### config.mk
export PLATFORM = sky130hd
export DESIGN_NAME = ps2key_ascii_fifo
export DESIGN_NICKNAME = d
export VERILOG_FILES = /design/src/rtl/ps2_pkg.sv /design/src/rtl/ps2_scan2ascii.sv /design/src/rtl/ps2key_ascii_fifo.sv
export SDC_FILE = /design/constraint.sdc
export NUM_CORES = 1
export LEC_CHECK = 0
export CORE_MARGIN = 5
export CORE_UTILIZATION = 59
export DETAILED_ROUTE_END_ITERATION = 8
export GPL_TIMING_DRIVEN = 0
export PLACE_DENSITY = 0.84
export SYNTH_ARGS = -nofsm -noshare
export SYNTH_HDL_FRONTEND = slang
export SYNTH_SLANG_ARGS = --single-unit
### constraint.sdc
create_clock -name CLOCK -period 4.1 [get_ports CLOCK]
set_input_delay 0.82 -clock CLOCK [delete_from_list [all_inputs] [get_ports CLOCK]]
set_output_delay 0.82 -clock CLOCK [all_outputs]
set_load 0.01 [all_outputs]
### src/rtl/ps2_pkg.sv
// Shared PS/2 set-2 scancode constants, modifier bit positions and ASCII codes
// used by the keyboard-to-ASCII path.
package ps2_pkg;

    localparam logic [7:0] SC_LSHIFT = 8'h12;
    localparam logic [7:0] SC_LCTRL  = 8'h14;
    localparam logic [7:0] SC_LALT   = 8'h11;
    localparam logic [7:0] SC_BREAK  = 8'hF0;
    localparam logic [7:0] SC_EXT    = 8'hE0;

    localparam int MOD_SHIFT = 2;
    localparam int MOD_CTRL  = 1;
    localparam int MOD_ALT   = 0;

    localparam logic [7:0] ASCII_NUL   = 8'h00;
    localparam logic [7:0] ASCII_CR    = 8'h0D;
    localparam logic [7:0] ASCII_BS    = 8'h08;
    localparam logic [7:0] ASCII_TAB   = 8'h09;
    localparam logic [7:0] ASCII_ESC   = 8'h1B;
    localparam logic [7:0] ASCII_SPACE = 8'h20;

    typedef enum logic [1:0] {
        KEY_NONE,
        KEY_LETTER,
        KEY_DIGIT,
        KEY_CTRL
    } key_class_e;

    function automatic logic [7:0] ctrl_letter(input logic [7:0] lc);
        return lc & 8'h1F;
    endfunction

    function automatic logic [7:0] upper_letter(input logic [7:0] lc);
        return lc & 8'hDF;
    endfunction

endpackage

### src/rtl/ps2_scan2ascii.sv
// Combinational set-2 scancode to ASCII translation with Shift/Ctrl/Alt rules;
// hit=0 means the keystroke produces no character.
module ps2_scan2ascii
    import ps2_pkg::*;
(
    input  logic [7:0] code,
    input  logic [2:0] state,
    output logic [7:0] ascii,
    output logic       hit
);

    key_class_e w_class;
    logic [7:0] w_base;
    logic [7:0] w_shifted;

    always_comb begin
        w_class   = KEY_NONE;
        w_base    = ASCII_NUL;
        w_shifted = ASCII_NUL;
        case (code)
            8'h1C: begin w_class = KEY_LETTER; w_base = 8'h61; end
            8'h32: begin w_class = KEY_LETTER; w_base = 8'h62; end
            8'h21: begin w_class = KEY_LETTER; w_base = 8'h63; end
            8'h23: begin w_class = KEY_LETTER; w_base = 8'h64; end
            8'h24: begin w_class = KEY_LETTER; w_base = 8'h65; end
            8'h2B: begin w_class = KEY_LETTER; w_base = 8'h66; end
            8'h34: begin w_class = KEY_LETTER; w_base = 8'h67; end
            8'h33: begin w_class = KEY_LETTER; w_base = 8'h68; end
            8'h43: begin w_class = KEY_LETTER; w_base = 8'h69; end
            8'h3B: begin w_class = KEY_LETTER; w_base = 8'h6A; end
            8'h42: begin w_class = KEY_LETTER; w_base = 8'h6B; end
            8'h4B: begin w_class = KEY_LETTER; w_base = 8'h6C; end
            8'h3A: begin w_class = KEY_LETTER; w_base = 8'h6D; end
            8'h31: begin w_class = KEY_LETTER; w_base = 8'h6E; end
            8'h44: begin w_class = KEY_LETTER; w_base = 8'h6F; end
            8'h4D: begin w_class = KEY_LETTER; w_base = 8'h70; end
            8'h15: begin w_class = KEY_LETTER; w_base = 8'h71; end
            8'h2D: begin w_class = KEY_LETTER; w_base = 8'h72; end
            8'h1B: begin w_class = KEY_LETTER; w_base = 8'h73; end
            8'h2C: begin w_class = KEY_LETTER; w_base = 8'h74; end
            8'h3C: begin w_class = KEY_LETTER; w_base = 8'h75; end
            8'h2A: begin w_class = KEY_LETTER; w_base = 8'h76; end
            8'h1D: begin w_class = KEY_LETTER; w_base = 8'h77; end
            8'h22: begin w_class = KEY_LETTER; w_base = 8'h78; end
            8'h35: begin w_class = KEY_LETTER; w_base = 8'h79; end
            8'h1A: begin w_class = KEY_LETTER; w_base = 8'h7A; end
            8'h16: begin w_class = KEY_DIGIT; w_base = 8'h31; w_shifted = 8'h21; end
            8'h1E: begin w_class = KEY_DIGIT; w_base = 8'h32; w_shifted = 8'h40; end
            8'h26: begin w_class = KEY_DIGIT; w_base = 8'h33; w_shifted = 8'h23; end
            8'h25: begin w_class = KEY_DIGIT; w_base = 8'h34; w_shifted = 8'h24; end
            8'h2E: begin w_class = KEY_DIGIT; w_base = 8'h35; w_shifted = 8'h25; end
            8'h36: begin w_class = KEY_DIGIT; w_base = 8'h36; w_shifted = 8'h5E; end
            8'h3D: begin w_class = KEY_DIGIT; w_base = 8'h37; w_shifted = 8'h26; end
            8'h3E: begin w_class = KEY_DIGIT; w_base = 8'h38; w_shifted = 8'h2A; end
            8'h46: begin w_class = KEY_DIGIT; w_base = 8'h39; w_shifted = 8'h28; end
            8'h45: begin w_class = KEY_DIGIT; w_base = 8'h30; w_shifted = 8'h29; end
            8'h29: begin w_class = KEY_CTRL; w_base = ASCII_SPACE; w_shifted = ASCII_SPACE; end
            8'h5A: begin w_class = KEY_CTRL; w_base = ASCII_CR;    w_shifted = ASCII_CR;    end
            8'h66: begin w_class = KEY_CTRL; w_base = ASCII_BS;    w_shifted = ASCII_BS;    end
            8'h0D: begin w_class = KEY_CTRL; w_base = ASCII_TAB;   w_shifted = ASCII_TAB;   end
            8'h76: begin w_class = KEY_CTRL; w_base = ASCII_ESC;   w_shifted = ASCII_ESC;   end
            // Modifier and prefix codes never reach the consumer as characters
            SC_LSHIFT, SC_LCTRL, SC_LALT, SC_BREAK, SC_EXT: w_class = KEY_NONE;
            default: w_class = KEY_NONE;
        endcase
    end

    always_comb begin
        hit   = 1'b0;
        ascii = ASCII_NUL;
        if (w_class != KEY_NONE && !state[MOD_ALT]) begin
            if (w_class == KEY_LETTER) begin
                hit = 1'b1;
                if (state[MOD_CTRL])
                    ascii = ctrl_letter(w_base);
                else if (state[MOD_SHIFT])
                    ascii = upper_letter(w_base);
                else
                    ascii = w_base;
            end else if (!state[MOD_CTRL]) begin
                hit   = 1'b1;
                ascii = state[MOD_SHIFT] ? w_shifted : w_base;
            end
        end
    end

endmodule

### src/rtl/ps2key_ascii_fifo.sv
// Keyboard make-code capture, scancode-to-ASCII translation and a
// first-word-fall-through character FIFO with sticky overflow.
module ps2key_ascii_fifo
    import ps2_pkg::*;
#(
    parameter int DEPTH = 8,
    parameter int AW    = 3
) (
    input  logic          CLOCK,
    input  logic          RESET,
    input  logic          iTrig,
    input  logic [7:0]    iData,
    input  logic [2:0]    iState,
    input  logic          iRead,
    output logic [7:0]    oData,
    output logic          oEmpty,
    output logic          oFull,
    output logic [AW:0]   oCount,
    output logic          oOverflow
);

    localparam logic [AW:0] FULL_CNT = (AW+1)'(DEPTH);

    logic          r_vld_p1;
    logic [7:0]    r_code_p1;
    logic [2:0]    r_state_p1;
    logic [7:0]    w_ascii_p1;
    logic          w_hit_p1;

    logic [7:0]    r_mem [DEPTH];
    logic [AW-1:0] r_wptr;
    logic [AW-1:0] r_rptr;
    logic [AW:0]   r_count;
    logic          r_ovf;

    logic          w_full;
    logic          w_empty;
    logic          w_pop;
    logic          w_push;
    logic          w_drop;

    // Stage 1: capture the keystroke
    always_ff @(posedge CLOCK or negedge RESET) begin
        if (!RESET)
            r_vld_p1 <= 1'b0;
        else
            r_vld_p1 <= iTrig;
    end

    always_ff @(posedge CLOCK) begin
        if (iTrig) begin
            r_code_p1  <= iData;
            r_state_p1 <= iState;
        end
    end

    // Stage 2: translate and write into the FIFO
    ps2_scan2ascii u_scan2ascii (
        .code  (r_code_p1),
        .state (r_state_p1),
        .ascii (w_ascii_p1),
        .hit   (w_hit_p1)
    );

    assign w_full  = (r_count == FULL_CNT);
    assign w_empty = (r_count == '0);
    assign w_pop   = iRead && !w_empty;
    // A pop on the same edge frees the slot, so a full FIFO still accepts
    assign w_push  = r_vld_p1 && w_hit_p1 && (!w_full || w_pop);
    assign w_drop  = r_vld_p1 && w_hit_p1 && w_full && !w_pop;

    always_ff @(posedge CLOCK) begin
        if (w_push)
            r_mem[r_wptr] <= w_ascii_p1;
    end

    always_ff @(posedge CLOCK or negedge RESET) begin
        if (!RESET) begin
            r_wptr  <= '0;
            r_rptr  <= '0;
            r_count <= '0;
            r_ovf   <= 1'b0;
        end else begin
            if (w_push)
                r_wptr <= r_wptr + AW'(1);
            if (w_pop)
                r_rptr <= r_rptr + AW'(1);
            case ({w_push, w_pop})
                2'b10:   r_count <= r_count + (AW+1)'(1);
                2'b01:   r_count <= r_count - (AW+1)'(1);
                default: r_count <= r_count;
            endcase
            if (w_drop)
                r_ovf <= 1'b1;
        end
    end

    assign oData     = w_empty ? ASCII_NUL : r_mem[r_rptr];
    assign oEmpty    = w_empty;
    assign oFull     = w_full;
    assign oCount    = r_count;
    assign oOverflow = r_ovf;

endmodule

==> results of run 1 <==
-- worst min path at each step --
stage                                      from                    end  depth (start not counted)
after detailed placement  oOverflow$_DFFE_PN0P_  oOverflow$_DFFE_PN0P_                          1
after CTS                 oOverflow$_DFFE_PN0P_  oOverflow$_DFFE_PN0P_                          1
after floorplan           r_wptr[0]$_DFFE_PN0P_  r_wptr[0]$_DFFE_PN0P_                          1
after global routing      oOverflow$_DFFE_PN0P_  oOverflow$_DFFE_PN0P_                          1
final                     oOverflow$_DFFE_PN0P_  oOverflow$_DFFE_PN0P_                          1
after global placement    oOverflow$_DFFE_PN0P_  oOverflow$_DFFE_PN0P_                          1
-- where the power goes --
part / switching [mW] / internal (mW) / total (mW)
registers: 0.0842 / 0.935 / 1.02
clock network: 0.321 / 0.294 / 0.615
logic: 0.431 / 0.465 / 0.896
-- worst max-delay path, cell delays in order, from the launching register on --
cell             delay [ps]
dfrtp_1                 360
clkbuf_1                410
clkdlybuf4s15_2         550
mux4_2                  570
mux2i_1                 170
nor2_1                   60
clkdlybuf4s50_1         520
-- what timing repair did --
item / in CTS / in global routing
endpoints found under the hold margin: 0 / 0
gates resized for setup: 3 / 3
setup buffers: 0 / 0
hold buffers: 0 / 0
setup endpoints to repair: 8 / 30
-- layout make-up --
type                            instances  area [um2]
Buffer                                 26         139
Clock buffer                            9         124
Clock inverter                          7        85.1
Fill cell                             503        2210
Inverter                                5        18.8
Multi-Input combinational cell        236        1960
Sequential cell                        79        2310
Tap cell                               99         124
Timing Repair Buffer                   28         280
-- logic make-up after synthesis --
group | Yosys count | synth area share (%)
adders and majority gates | 5 | 1.60
other | 1 | 0.0856
xor gates and xnor gates | 8 | 1.60
buffers and inverters | 31 | 3.43
muxes | 28 | 10.6
DFF | 79 | 52.8
and+or+nand+nor | 130 | 17.9
AOI/OAI and AO/OA | 64 | 12.0
-- flip-flops by register name (all words and copies together) (netlist names) --
name	count
oCount	4
r_vld_p1	1
r_mem	56
r_rptr	3
r_wptr	3
r_code_p1	8
oOverflow	1
r_state_p1	3
-- placed cells by master (no fill, tap or decap), types with 3 or more instances in the layout --
cell type        instances
a32oi_1                  3
nand3_1                 13
o21ai_0                  5
a21boi_0                 4
inv_1                    5
o2111ai_1                3
buf_6                    3
nand2b_1                 9
buf_2                    6
a21oi_1                  7
nor2_1                  22
clkbuf_8                 9
mux2i_1                 11
mux4_2                  14
nand3b_1                 4
ha_1                     4
o22ai_1                  3
nor3_1                   4
edfxtp_1                67
clkbuf_1                13
a31oi_1                  6
dfrtp_1                 12
o211ai_1                 7
xor2_1                   3
nor4bb_1                 3
nor3_2                   3
nand2_1                 22
nor3b_1                  4
nor2b_1                 14
clkdlybuf4s50_1         28
xnor2_1                  5
nand4_1                  6
-- stage by stage --
step	TNS (ps)	area, um2
5_1_grt	0	5040
2_1_floorplan	0	4380
6_report	0	5040
3_5_place_dp	0	4800
4_1_cts	0	5020
3_3_place_gp	-1260	4780
-- layer usage --
layer  vias to the layer above  global-route usage (%)
li1                       1442                       -
met1                      1550                    30.4
met2                       167                    40.5
met3                        29                    4.07
met4                         0                    9.36
met5                         -                       0
==> flow_metrics.py, run 1 <==
metrics = {
    "run_status": {
        "status": "completed",
    },
    "yosys": {
        "yosysWarnings": 0,
        "ys_ff_latch": 79,
        "synth.area.top_cells": "edfxtp_1 46%, mux4_2 7.2%, dfrtp_1 6.9%, mux2i_1 2.5%, nor2b_1 2.0%",
        "synth_cells": 346,
        "ys_seq_area_share_pct": 52.8,
        "synth_enable_flop_cells": 67,
        "synth_fp_nets": 366,
        "yosys.cell_count.top_type": "edfxtp_1",
        "ys.flop_type": "edfxtp_1",
        "yosysUniqueCellTypes": 73,
        "synthArstFlopShare_pct": 15.2,
        "yosys.area.top_type_share_pct": 45.9,
        "yosysTopAreaCell": "edfxtp_1",
        "syn_area_per_cell_um2": 12.7,
        "yosys-top-cells-count": "67 x edfxtp_1, 22 x nand2_1, 22 x nor2_1, 14 x mux4_2, 14 x nor2b_1",
        "syn-cell-area_um2": 4380,
    },
    "critical_path": {
        "cp.required_ps": 3280,
        "worstReg2RegEnd": "r_mem[0][0]$_DFFE_PP_",
        "cp-startpoint": "r_rptr[0]$_DFFE_PN0P_",
        "cp-start-kind": "register",
        "worstReg2RegStart": "r_code_p1[4]$_DFFE_PP_",
        "r2r_cells": 9,
        "crit_path_end_kind": "output port",
        "r2r_slack_ps": 340,
        "criticalPathCategory": "reg2out",
        "cp_max_fo": 10,
        "crit_end": "oData[3]",
        "cp.arrival_ps": 2980,
    },
    "global_routing": {
        "grt_remaining_overflow": 0,
        "grtUsageTotal_pct": 23.8,
        "antenna_found_initial": 0,
        "grt_max_degree": 17,
        "grt_pass1_wl_mm": 16.4,
        "grt_pass1_vias": 3110,
    },
    "clock_tree": {
        "cts-root-buf": "clkbuf_8",
        "worst_skew_pair.late_latency_ps": 360,
        "htree_levels": 3,
        "cts_sinks": 79,
        "clk_path_buf_depth": 2,
        "clk_pin_slew_ps": 90,
        "cts_tree": "yes",
        "cts_buffers": 9,
    },
    "timing": {
        "slew_headroom_pct": 26.6,
        "drv_slew": 0,
        "holdWs_ps": 489,
        "period_share_pct": 92.8,
        "worst_slack_ps": 296,
        "worstMarginPinSlew_ps": 1090,
        "fmax_mhz": 263,
        "finalHoldViolCount": 0,
        "setup_violations": 0,
        "skew_ps": 11.7,
        "rsz0062_at_grt": "no",
        "fin_crit_ps": 3800,
    },
    "final_layout": {
        "syn_to_final_growth_pct": 15.1,
        "diodes": 0,
        "final_cells": 489,
        "final_util_pct": 69.5,
        "drive_gt1_share_pct": 16.4,
        "fin_nets": 405,
    },
    "power": {
        "p_leak_nw": 1.63,
        "finalPower_mw": 2.53,
        "max-vdd-ir-drop_v": 0.000305,
        "power.density_nw_per_um2": 502,
    },
    "drt": {
        "drt.antenna.violating_nets": 0,
        "wl_per_cell_um": 20.7,
        "m1WireLength_mm": 3.90,
        "highest_layer": "met4",
        "post-route-drc-count": 0,
        "via_count": 3188,
        "wl_met2_mm": 5.09,
        "dr.first_iter.drc_count": 272,
        "firstDrtPassIters": 5,
        "viasPerCell": 6.52,
        "met3_length_um": 774,
        "wl_mm": 10.1,
    },
    "floorplanning": {
        "die_w_um": 96.2,
        "die_area_um2": 9250,
        "io_pins": 30,
        "start_util_pct": 60.4,
        "core_um2": 7250,
        "die_h_um": 96.2,
        "rows": 31,
    },
    "place": {
        "place_inst": 473,
        "place_ws_ps": 6.46,
        "hpwlAfterDp_mm": 7.34,
        "port_buffers": 28,
        "place.gp.congestion": 0.954,
    },
    "min_path": {
        "hold_path.class": "reg2reg",
    },
    "run": {
        "cap_violations": 0,
    },
}
Power figures use the tool's default switching activity.
==> run 2, diff against run 1 <==
--- a/config.mk
+++ b/config.mk
@@ -5,11 +5,12 @@
 export SDC_FILE = /design/constraint.sdc
 export NUM_CORES = 1
 export LEC_CHECK = 0
-export CORE_MARGIN = 5
+export CORE_MARGIN = 1.5
 export CORE_UTILIZATION = 59
 export DETAILED_ROUTE_END_ITERATION = 8
 export GPL_TIMING_DRIVEN = 0
-export PLACE_DENSITY = 0.84
+export PLACE_DENSITY = 0.8
+export SLEW_MARGIN = 20
 export SYNTH_ARGS = -nofsm -noshare
 export SYNTH_HDL_FRONTEND = slang
 export SYNTH_SLANG_ARGS = --single-unit
==> run 2 against run 1 <==
Maximum frequency grew 1.4%. Clock power barely moved. Combinational power is 0.6% lower. Register-to-register slack is essentially flat. Core utilization grew 0.37 points. Largest power group unchanged. Highest routed layer unchanged.
==> flow_metrics.py, run 2 (synthesis results as in run 1) <==
metrics = {
    "run_status": {
        "status": "completed",
    },
    "critical_path": {
        "path_cells": "buf_1 -> xor2_1 -> a32oi_1 -> nand4_1 -> nor3_4 -> a21oi_1 -> or2_2 -> inv_1 -> ha_1 -> a21o_1 -> a21oi_1 -> nor2_1 -> nand3_1 -> o2111ai_1",
        "worstReg2RegStart": "r_code_p1[2]$_DFFE_PP_",
        "path_buf_inv": 2,
        "critPathTopFamily": "simple AND/OR/NAND/NOR gates",
        "cp.arrival_ps": 3980,
        "cp-start-kind": "register",
        "cp_max_fo": 10,
        "cp.required_ps": 4330,
        "slowest_delay_ps": 460,
        "critical_path.most_common_cell": "a21oi_1",
        "cp-startpoint": "r_code_p1[2]$_DFFE_PP_",
        "criticalPathCategory": "reg2reg",
        "crit_path_end_kind": "register",
        "cp_slowest_cell": "edfxtp_1",
    },
    "global_routing": {
        "grt_pass1_wl_mm": 15.2,
        "grt_max_degree": 17,
        "grt_remaining_overflow": 0,
        "grtUsageTotal_pct": 26.6,
        "antenna_found_initial": 0,
        "grt_pass1_vias": 3037,
    },
    "final_layout": {
        "seq_area_um2": 2310,
        "fillers": 522,
        "drive_gt1_share_pct": 16.6,
        "multi_input_area_um2": 1960,
        "final_common_cell": "edfxtp_1",
        "largest_reg_flops": 56,
        "final_cells": 490,
        "fin_nets": 406,
        "layout_common_cells": "67 x edfxtp_1, 28 x clkdlybuf4s50_1, 22 x nor2_1, 22 x nand2_1",
        "diodes": 0,
        "syn_to_final_growth_pct": 15.1,
        "final_util_pct": 69.8,
        "top_register": "r_mem",
        "stdcell_area_um2": 5040,
    },
    "timing": {
        "period_share_pct": 91.5,
        "finalHoldViolCount": 0,
        "rsz0062_at_grt": "no",
        "worstMarginPinSlew_ps": 952,
        "skew_ps": 10.3,
        "fmax_mhz": 267,
        "fin_setup_tns_ps": 0,
        "slew_headroom_pct": 36.0,
        "holdWs_ps": 478,
        "setup_violations": 0,
        "drv_slew": 0,
        "fin_crit_ps": 3750,
    },
    "drt": {
        "wl_per_cell_um": 20.3,
        "wl_mm": 9.94,
        "drt.antenna.violating_nets": 0,
        "via_count": 3202,
        "viasPerCell": 6.53,
        "post-route-drc-count": 0,
        "firstDrtPassIters": 6,
        "dr.first_iter.drc_count": 258,
    },
    "clock_tree": {
        "htree_levels": 3,
        "cts_buffers": 9,
        "cts-root-buf": "clkbuf_8",
        "worst_skew_pair.late_latency_ps": 360,
        "postCtsHoldBufs": 0,
        "cts_sinks": 79,
        "clk_path_buf_depth": 2,
        "cts_tree": "yes",
        "clk_pin_slew_ps": 90,
    },
    "place": {
        "hpwlAfterDp_mm": 7.01,
        "port_buffers": 28,
        "place_inst": 474,
        "dpl_cell_area_um2": 4810,
        "place.gp.congestion": 0.963,
    },
    "min_path": {
        "hold_path.class": "reg2reg",
        "min_from": "oOverflow$_DFFE_PN0P_",
    },
    "floorplanning": {
        "die_h_um": 89.2,
        "die_w_um": 89.2,
        "die_area_um2": 7950,
        "io_pins": 30,
        "start_util_pct": 60.7,
        "core_um2": 7210,
        "rows": 31,
    },
    "power": {
        "max-vdd-ir-drop_v": 0.000361,
        "p_leak_nw": 1.64,
        "power.density_nw_per_um2": 501,
    },
    "run": {
        "cap_violations": 0,
    },
}
==> run 2: cell types whose count changed in the layout (fill, tap and decap cells not counted), sizes merged <==
| cell | previous run | this run |
|---|---|---|
| clkbuf | 22 | 23 |
| clkdlybuf4s15 | 1 | 0 |
| buf | 12 | 13 |
| clkinvlp | 2 | 1 |
| clkinv | 0 | 1 |
==> run 2: worst paths after layout <==
check / end / slack [ps] / cells after the start
hold / removal: oOverflow$_DFFE_PN0P_ / 480 / 1
min in group asynchronous: r_rptr[0]$_DFFE_PN0P_ / 830 / 1
max in group asynchronous: oCount[0]$_DFFE_PN0P_ / 2880 / 1
setup reg to reg: oCount[3]$_DFFE_PN0P_ / 350 / 14
setup / recovery: oCount[3]$_DFFE_PN0P_ / 350 / 14
hold reg to reg: oOverflow$_DFFE_PN0P_ / 480 / 1
==> run 2: power by group <==
part	total (mW)	internal [mW]	switching, mW
combinational	0.891	0.465	0.426
sequential	1.02	0.935	0.0869
clock	0.612	0.295	0.317
total	2.52	1.69	0.830
==> run 2: worst register-to-register path, stage by stage, from the launching register on <==
cell and delay, ps:
edfxtp_1 460, buf_1 450, xor2_1 140, a32oi_1 260, nand4_1 250, nor3_4 450
a21oi_1 190, or2_2 370, inv_1 100, ha_1 240, a21o_1 180, a21oi_1 280
nor2_1 70, nand3_1 90, o2111ai_1 110
==> run 2: what timing repair did <==
item                       in CTS  in global routing
resized for setup               0                  4
setup buffers                   0                  0
setup endpoints to repair       0                  8
==> run 2: final cells by class <==
type | count | share of cell area, %
buffer | 26 | 2.63
clock buffer | 9 | 2.46
clock inverter | 7 | 1.71
inverter | 5 | 0.372
multi-input combinational | 236 | 38.8
sequential | 79 | 45.9
tap | 99 | 2.46
timing repair buffer | 29 | 5.66
==> run 2: metrics by stage <==
stage / total power, mW / setup slack [ps]
after floorplan: 1.59 / 868
after global placement: 1.88 / -213
after detailed placement: 1.93 / 246
after CTS: 2.54 / 19.5
after global routing: 2.66 / 95.6
final: 2.52 / 350
==> run 2: metal layers <==
metal  global-route usage [%]  wire length, um  share of wire, %  up-vias
met5                        0                0                 0        -
met4                     13.3              314               3.2        0
met3                     5.36              581               5.8       34
met2                     44.2             5050                51      164
met1                     33.4             3990                40     1558
li1                         -                -                 -     1446
